===== config.mk =====
export PLATFORM = sky130hd
export DESIGN_NAME = pipeline_command_issuer
export DESIGN_NICKNAME = d
export VERILOG_FILES = /design/src/rtl/pipeline_command_issuer_pkg.sv /design/src/rtl/pipeline_command_issuer_byte_shift_assembler.sv /design/src/rtl/pipeline_command_issuer.sv
export SDC_FILE = /design/constraint.sdc
export NUM_CORES = 1
export LEC_CHECK = 0
export CORE_MARGIN = 8
export CORE_UTILIZATION = 39
export DETAILED_ROUTE_END_ITERATION = 10
export GPL_TIMING_DRIVEN = 0
export PLACE_DENSITY_LB_ADDON = 0.1
export SETUP_SLACK_MARGIN = 0.4
export SLEW_MARGIN = 20
export SYNTH_ARGS = -nofsm -noshare
export SYNTH_HDL_FRONTEND = slang
export SYNTH_SLANG_ARGS = --single-unit

===== constraint.sdc =====
create_clock -name clk -period 6 [get_ports clk]
set_input_delay 1.2 -clock clk [delete_from_list [all_inputs] [get_ports clk]]
set_output_delay 1.2 -clock clk [all_outputs]
set_load 0.02 [all_outputs]

===== src/rtl/pipeline_command_issuer_pkg.sv =====
// Shared opcodes, FSM encoding and frame-length helpers for the pipeline command issuer.
package pipeline_command_issuer_pkg;

  localparam logic [7:0] OP_INSTR  = 8'h01;
  localparam logic [7:0] OP_REG    = 8'h02;
  localparam logic [7:0] OP_COMMIT = 8'h03;
  localparam logic [7:0] OP_ALLOC  = 8'h04;
  localparam logic [7:0] OP_FRESET = 8'h05;

  typedef enum logic [2:0] {
    ST_IDLE,
    ST_PAYLOAD,
    ST_ISSUE,
    ST_WAIT_ACK,
    ST_WAIT_RESET
  } state_e;

  function automatic logic [7:0] payload_len(input logic [7:0] op, input int db, input int ib);
    logic [7:0] len;
    len = 8'd0;
    case (op)
      OP_INSTR: len = 8'(1 + ib);
      OP_REG:   len = 8'(2 + db);
      OP_ALLOC: len = 8'(2 * db);
      default:  len = 8'd0;
    endcase
    return len;
  endfunction

  function automatic logic op_known(input logic [7:0] op);
    return (op >= OP_INSTR) && (op <= OP_FRESET);
  endfunction

  function automatic int max3(input int a, input int b, input int c);
    int m;
    m = (a > b) ? a : b;
    return (m > c) ? m : c;
  endfunction

endpackage


===== src/rtl/pipeline_command_issuer_byte_shift_assembler.sv =====
// MSB-first byte shift register with a payload down-counter; o_last flags the final payload byte.
module byte_shift_assembler #(
  parameter int N_BYTES = 5
) (
  input  logic                 clk,
  input  logic                 rst_n,
  input  logic                 i_load,
  input  logic [7:0]           i_len,
  input  logic                 i_shift,
  input  logic [7:0]           i_byte,
  output logic [8*N_BYTES-1:0] o_data,
  output logic                 o_last
);

  logic [8*N_BYTES-1:0] r_data;
  logic [7:0]           r_cnt;

  always_ff @(posedge clk or negedge rst_n) begin
    if (!rst_n) begin
      r_data <= '0;
      r_cnt  <= '0;
    end else if (i_load) begin
      // clearing keeps short payloads zero-extended in the upper bytes
      r_data <= '0;
      r_cnt  <= i_len;
    end else if (i_shift) begin
      r_data <= {r_data[8*N_BYTES-9:0], i_byte};
      r_cnt  <= r_cnt - 8'd1;
    end
  end

  assign o_data = r_data;
  assign o_last = (r_cnt == 8'd1);

endmodule


===== src/rtl/pipeline_command_issuer.sv =====
// Decodes framed host bytes into dsp_pipeline control commands and waits for ack / reset completion.
module pipeline_command_issuer
  import pipeline_command_issuer_pkg::*;
#(
  parameter int data_width     = 16,
  parameter int n_blocks       = 256,
  parameter int reg_addr_width = 1,
  parameter int instr_width    = 32,
  parameter int timeout_cycles = 1024,
  localparam int BW = $clog2(n_blocks)
) (
  input  logic                      clk,
  input  logic                      reset,
  input  logic [7:0]                in_byte,
  input  logic                      in_byte_valid,
  output logic                      in_ready,
  output logic [BW-1:0]             block_target,
  output logic [BW+reg_addr_width-1:0] reg_target,
  output logic [instr_width-1:0]    instr_val,
  output logic [data_width-1:0]     ctrl_data,
  output logic [2*data_width-1:0]   buf_init_delay,
  output logic                      instr_write,
  output logic                      reg_write,
  input  logic                      instr_write_ack,
  input  logic                      reg_write_ack,
  output logic                      reg_writes_commit,
  output logic                      alloc_delay,
  output logic                      full_reset,
  input  logic                      resetting,
  output logic                      busy,
  output logic                      err_opcode,
  output logic                      err_target,
  output logic                      err_timeout,
  output logic [15:0]               cmds_done
);

  localparam int DB   = data_width / 8;
  localparam int IB   = instr_width / 8;
  localparam int MAXB = max3(1 + IB, 2 + DB, 2 * DB);
  localparam int TW   = $clog2(timeout_cycles + 1);

  state_e                  r_state, w_next;
  logic                    r_rdy_en;
  logic [7:0]              r_op;
  logic [TW-1:0]           r_tmo;
  logic                    r_seen_rst;
  logic [8*MAXB-1:0]       w_asm;
  logic                    w_last, w_accept, w_load, w_shift;
  logic                    w_ack, w_tmo, w_bad_blk, w_is_wr;
  logic [7:0]              w_len, w_blk_byte;

  logic [BW-1:0]               r_block;
  logic [BW+reg_addr_width-1:0] r_regt;
  logic [instr_width-1:0]      r_instr;
  logic [data_width-1:0]       r_data;
  logic [2*data_width-1:0]     r_delay;
  logic                        r_instr_wr, r_reg_wr, r_commit, r_alloc, r_freset;
  logic                        r_err_op, r_err_tgt, r_err_tmo;
  logic [15:0]                 r_cmds;

  // r_rdy_en holds in_ready low through reset and until the first edge after release
  assign in_ready   = r_rdy_en && ((r_state == ST_IDLE) || (r_state == ST_PAYLOAD));
  assign busy       = (r_state != ST_IDLE);
  assign w_accept   = in_ready && in_byte_valid;
  assign w_load     = (r_state == ST_IDLE) && w_accept;
  assign w_shift    = (r_state == ST_PAYLOAD) && w_accept;
  assign w_len      = payload_len(in_byte, DB, IB);
  assign w_is_wr    = (r_op == OP_INSTR) || (r_op == OP_REG);
  assign w_blk_byte = (r_op == OP_INSTR) ? w_asm[instr_width +: 8] : w_asm[data_width + 8 +: 8];
  assign w_bad_blk  = 32'(w_blk_byte) >= 32'(n_blocks);
  assign w_ack      = (r_op == OP_INSTR) ? instr_write_ack : reg_write_ack;
  assign w_tmo      = (r_tmo == TW'(timeout_cycles - 1));

  byte_shift_assembler #(.N_BYTES(MAXB)) u_asm (
    .clk     (clk),
    .rst_n   (reset),
    .i_load  (w_load),
    .i_len   (w_len),
    .i_shift (w_shift),
    .i_byte  (in_byte),
    .o_data  (w_asm),
    .o_last  (w_last)
  );

  always_ff @(posedge clk or negedge reset) begin
    if (!reset) r_state <= ST_IDLE;
    else        r_state <= w_next;
  end

  always_comb begin
    w_next = r_state;
    case (r_state)
      ST_IDLE:
        if (w_accept && op_known(in_byte)) w_next = (w_len == 8'd0) ? ST_ISSUE : ST_PAYLOAD;
      ST_PAYLOAD:
        if (w_accept && w_last) w_next = ST_ISSUE;
      ST_ISSUE:
        if (w_is_wr && w_bad_blk)      w_next = ST_IDLE;
        else if (w_is_wr)              w_next = ST_WAIT_ACK;
        else if (r_op == OP_FRESET)    w_next = ST_WAIT_RESET;
        else                           w_next = ST_IDLE;
      ST_WAIT_ACK:
        if (w_ack || w_tmo) w_next = ST_IDLE;
      ST_WAIT_RESET:
        if ((r_seen_rst && !resetting) || w_tmo) w_next = ST_IDLE;
      default: w_next = ST_IDLE;
    endcase
  end

  always_ff @(posedge clk or negedge reset) begin
    if (!reset) begin
      r_rdy_en   <= 1'b0;
      r_op       <= '0;
      r_tmo      <= '0;
      r_seen_rst <= 1'b0;
      r_block    <= '0;
      r_regt     <= '0;
      r_instr    <= '0;
      r_data     <= '0;
      r_delay    <= '0;
      r_instr_wr <= 1'b0;
      r_reg_wr   <= 1'b0;
      r_commit   <= 1'b0;
      r_alloc    <= 1'b0;
      r_freset   <= 1'b0;
      r_err_op   <= 1'b0;
      r_err_tgt  <= 1'b0;
      r_err_tmo  <= 1'b0;
      r_cmds     <= '0;
    end else begin
      r_rdy_en <= 1'b1;
      r_commit <= 1'b0;
      r_alloc  <= 1'b0;
      r_freset <= 1'b0;
      case (r_state)
        ST_IDLE:
          if (w_accept) begin
            if (op_known(in_byte)) r_op     <= in_byte;
            else                   r_err_op <= 1'b1;
          end
        ST_ISSUE: begin
          r_tmo      <= '0;
          r_seen_rst <= 1'b0;
          if (w_is_wr && w_bad_blk) begin
            r_err_tgt <= 1'b1;
          end else begin
            case (r_op)
              OP_INSTR: begin
                r_block    <= w_blk_byte[BW-1:0];
                r_instr    <= w_asm[instr_width-1:0];
                r_instr_wr <= 1'b1;
              end
              OP_REG: begin
                r_block  <= w_blk_byte[BW-1:0];
                r_regt   <= {w_blk_byte[BW-1:0], w_asm[data_width +: reg_addr_width]};
                r_data   <= w_asm[data_width-1:0];
                r_reg_wr <= 1'b1;
              end
              OP_COMMIT: begin
                r_commit <= 1'b1;
                r_cmds   <= r_cmds + 16'd1;
              end
              OP_ALLOC: begin
                r_delay <= w_asm[2*data_width-1:0];
                r_alloc <= 1'b1;
                r_cmds  <= r_cmds + 16'd1;
              end
              default: r_freset <= 1'b1;
            endcase
          end
        end
        ST_WAIT_ACK:
          if (w_ack) begin
            r_instr_wr <= 1'b0;
            r_reg_wr   <= 1'b0;
            r_cmds     <= r_cmds + 16'd1;
          end else if (w_tmo) begin
            r_instr_wr <= 1'b0;
            r_reg_wr   <= 1'b0;
            r_err_tmo  <= 1'b1;
          end else begin
            r_tmo <= r_tmo + TW'(1);
          end
        ST_WAIT_RESET: begin
          r_seen_rst <= r_seen_rst | resetting;
          if (r_seen_rst && !resetting) r_cmds    <= r_cmds + 16'd1;
          else if (w_tmo)               r_err_tmo <= 1'b1;
          else                          r_tmo     <= r_tmo + TW'(1);
        end
        default: ;
      endcase
    end
  end

  assign block_target      = r_block;
  assign reg_target        = r_regt;
  assign instr_val         = r_instr;
  assign ctrl_data         = r_data;
  assign buf_init_delay    = r_delay;
  assign instr_write       = r_instr_wr;
  assign reg_write         = r_reg_wr;
  assign reg_writes_commit = r_commit;
  assign alloc_delay       = r_alloc;
  assign full_reset        = r_freset;
  assign err_opcode        = r_err_op;
  assign err_target        = r_err_tgt;
  assign err_timeout       = r_err_tmo;
  assign cmds_done         = r_cmds;

endmodule


==> flow_metrics.env <==
export IMPL_crit_top_cell="clkbuf_1"
export IMPL_postCtsSetupBuffers=0
export IMPL_end_kind="output port"
export IMPL_drv_cap=0
export IMPL_drc=0
export IMPL_grt_usage_pct=16.7
export IMPL_crit_path_cell_trace="clkbuf_1, or3_1, clkbuf_1, clkdlybuf4s50_1"
export IMPL_max_stage_delay_ps=690
export IMPL_p_total_mw=3.89
export IMPL_placed_cell_area_um2=9910
export IMPL_grt_pass1_wl_mm=34.7
export IMPL_wl_per_cell_um=18.2
export IMPL_clkSinkCount=192
export IMPL_maxSlewViolCount=0
export IMPL_port_buffers=135
export IMPL_outcome="completed"
export IMPL_fin_cells=1156
export IMPL_cts_buffer_depth=2
export IMPL_synthesis_area_um2=8180
export IMPL_vias=5983
export IMPL_peakVddDrop_mv=0.239
export IMPL_worst_slew_pin_slew_ps=799
export IMPL_dieArea_um2=25900
export IMPL_crit_slowest_cell="clkdlybuf4s50_1"
export IMPL_synth_cell_types=66
export IMPL_crit_type="reg -> out"
export IMPL_reg2reg_slack_ps=2850
export IMPL_ys_ff_latch=192
export IMPL_grt_max_degree=98
export IMPL_pin_count=137
export IMPL_gp_congestion=0.785
export IMPL_layout_drive_gt1_share_pct=12.9
export IMPL_root_buffer="clkbuf_16"
export IMPL_drt_pass1_iter_count=4
export IMPL_r2r_end="buf_init_delay[4]"
export IMPL_crit_required_ps=4800
export IMPL_synth_edf_count=0
export IMPL_powerDensity_nw_per_um2=370
export IMPL_rows=53
export IMPL_fin_crit_sh_pct=57.2
export IMPL_synth_async_reset_ratio_pct=100
export IMPL_first_iter_violations=282
export IMPL_max_freq_mhz=292
export IMPL_cts_htree_levels=4
export IMPL_synthCells=715
export IMPL_fp_dieH_um=161
export IMPL_ctsResizeCount=0
export IMPL_ys_warn_count=0
export IMPL_syn_mean_instance_area_um2=11.4
export IMPL_wl_mm=21.0
export IMPL_postCtsHoldBufs=0
export IMPL_dp_hpwl_mm=15.4
export IMPL_min_to="err_opcode"
export IMPL_hold_viol=0
export IMPL_core_area_um2=20800
export IMPL_fin_hold_ws_ps=476
export IMPL_hold_start="err_opcode"
export IMPL_rsz0062_at_grt="false"
export IMPL_setup_viol=0
export IMPL_synthFlopType="dfrtp_1"
export IMPL_grt_pass1_vias=6303
export IMPL_antenna_found_initial=0
export IMPL_min_path_cells=1
export IMPL_ant_nets=0
export IMPL_r2r_start="r_state[0]"
export IMPL_rr_worst_depth=7
export IMPL_final_area_um2=10500
export IMPL_antennaDiodeCount=0
export IMPL_max_slew_margin_rel_pct=46.6
export IMPL_critPathLaunchType="register"
export IMPL_num_nets_final=888
export IMPL_cp_data_arrival_time_ps=2230
export IMPL_clk_pin_slew_ps=70
export IMPL_area_delta_synth_final_pct=28.5
export IMPL_initial_utilization_pct=39.3
export IMPL_crit_start="r_state[2]"
export IMPL_clock_skew_ps=10.7
export IMPL_gr_total_overflow=0
export IMPL_die_w_um=161
export IMPL_min_period_ps=3430
export IMPL_syn_nets=733
export IMPL_hold_class="reg -> reg"
export IMPL_final_util_pct=50.5
export IMPL_cts_made_buffers=17
export IMPL_path_max_fanout=10
export IMPL_power_leakage_nw=4.66
export IMPL_detail_route_vias_per_cell=5.18
export IMPL_dp_cells=1126
export IMPL_clk_latency_ps=430
export IMPL_cts_tree="built"
export IMPL_synth_seq_area_share_pct=58.7
==> power breakdown <==
part / switching (mW) / internal, mW / total (mW)
Sequential: 0.212 / 1.49 / 1.70
Combinational: 0.598 / 0.441 / 1.04
Clock: 0.521 / 0.630 / 1.15
Total: 1.33 / 2.56 / 3.89
==> area by class of cell <==
cell class                 instances  area (um^2)
multi-input combinational        467         3140
clock inverter                    13          179
clock buffer                      17          425
tap                              275          344
inverter                          10         37.5
fill                            1866        10300
sequential                       192         4800
buffer                            46          199
timing repair buffer             136         1380
==> critical path: cells and delay by family, from the launching register on <==
family	cells	cell delay, ps
AND/OR/NAND/NOR	1	170
buffers and inverters	3	1250
flip-flops	1	380
==> registers in the layout, indices dropped and copies added, names as in the netlist, 3 cells and up <==
signal / flops
block_target: 8
buf_init_delay: 32
cmds_done: 16
ctrl_data: 16
instr_val: 32
r_op: 8
r_state: 3
r_tmo: 11
reg_target: 9
u_asm.o_data: 40
u_asm.r_cnt: 8
==> routing by layer <==
metal	vias up	wire length, um	global-route usage [%]
met5	-	0	0
met4	0	194	3.91
met3	17	1600	5.32
met2	143	10300	27.6
met1	3015	8960	20.8
li1	2808	-	-
==> cell families (layout without fill, tap and decap cells) <==
| logic type | Yosys count | in the layout | synth area share (%) |
|---|---|---|---|
| and+or+nand+nor | 229 | 229 | 14.0 |
| other | 2 | 2 | 0.0918 |
| muxes | 96 | 96 | 13.1 |
| xor gates and xnor gates | 17 | 17 | 1.82 |
| buffers and inverters | 56 | 222 | 2.89 |
| AOI/OAI and AO/OA | 119 | 119 | 8.84 |
| adders and majority gates | 4 | 4 | 0.612 |
| DFF | 192 | 192 | 58.7 |
==> per-stage QoR <==
step / setup TNS, ps / setup WS (ps)
after global routing: 0 / 2450
after detailed placement: 0 / 2590
after CTS: 0 / 2530
after global placement: -770740 / -4030
final: 0 / 2570
after floorplan: 0 / 3450
==> cells in the mapped netlist (4+ instances only) <==
library cell	count	area (um^2)
clkbuf_1	29	109
and3_1	5	31.3
dfrtp_1	192	4800
inv_1	10	37.5
xor2_1	8	70.1
or4_1	6	45.0
buf_4	4	30.0
or3_1	7	43.8
and2_1	6	37.5
buf_2	9	45.0
nor3_1	10	50.1
mux2_2	58	653
ha_1	4	50.1
buf_1	4	15.0
mux2_1	29	327
o21ai_0	64	320
a21o_1	4	30.0
mux2i_1	9	90.1
nor2b_1	5	31.3
nand4_1	7	43.8
nand2_1	106	398
xnor2_1	9	78.8
nand3_1	18	90.1
a21oi_1	18	90.1
nor2_1	27	101
or3b_2	4	35.0
nand2b_1	5	31.3
==> cell usage in the layout, fill, tap and decap left out, drive strengths merged, types with 7 or more instances in the layout <==
cell type      netlist  final
clkbuf              29     46
inv                 10     15
clkdlybuf4s50        0    134
a21oi               18     18
nand2              106    106
nor2                27     27
mux2                87     87
mux2i                9      9
dfrtp              192    192
nand3               18     18
xnor2                9      9
buf                 17     19
o21ai               66     66
nand4                7      7
nor3                11     11
xor2                 8      8
or3                  7      7
==> worst max-delay path by stage <==
stage | to | slack, ps | depth (start not counted)
5_1_grt | busy | 2450 | 4
4_1_cts | busy | 2530 | 4
2_1_floorplan | r_state[1] | 3450 | 5
3_3_place_gp | buf_init_delay[10] | -4030 | 1
3_5_place_dp | r_op[1] | 2590 | 6
6_report | busy | 2570 | 4
Note: power is estimated with default switching activity, not from simulation.
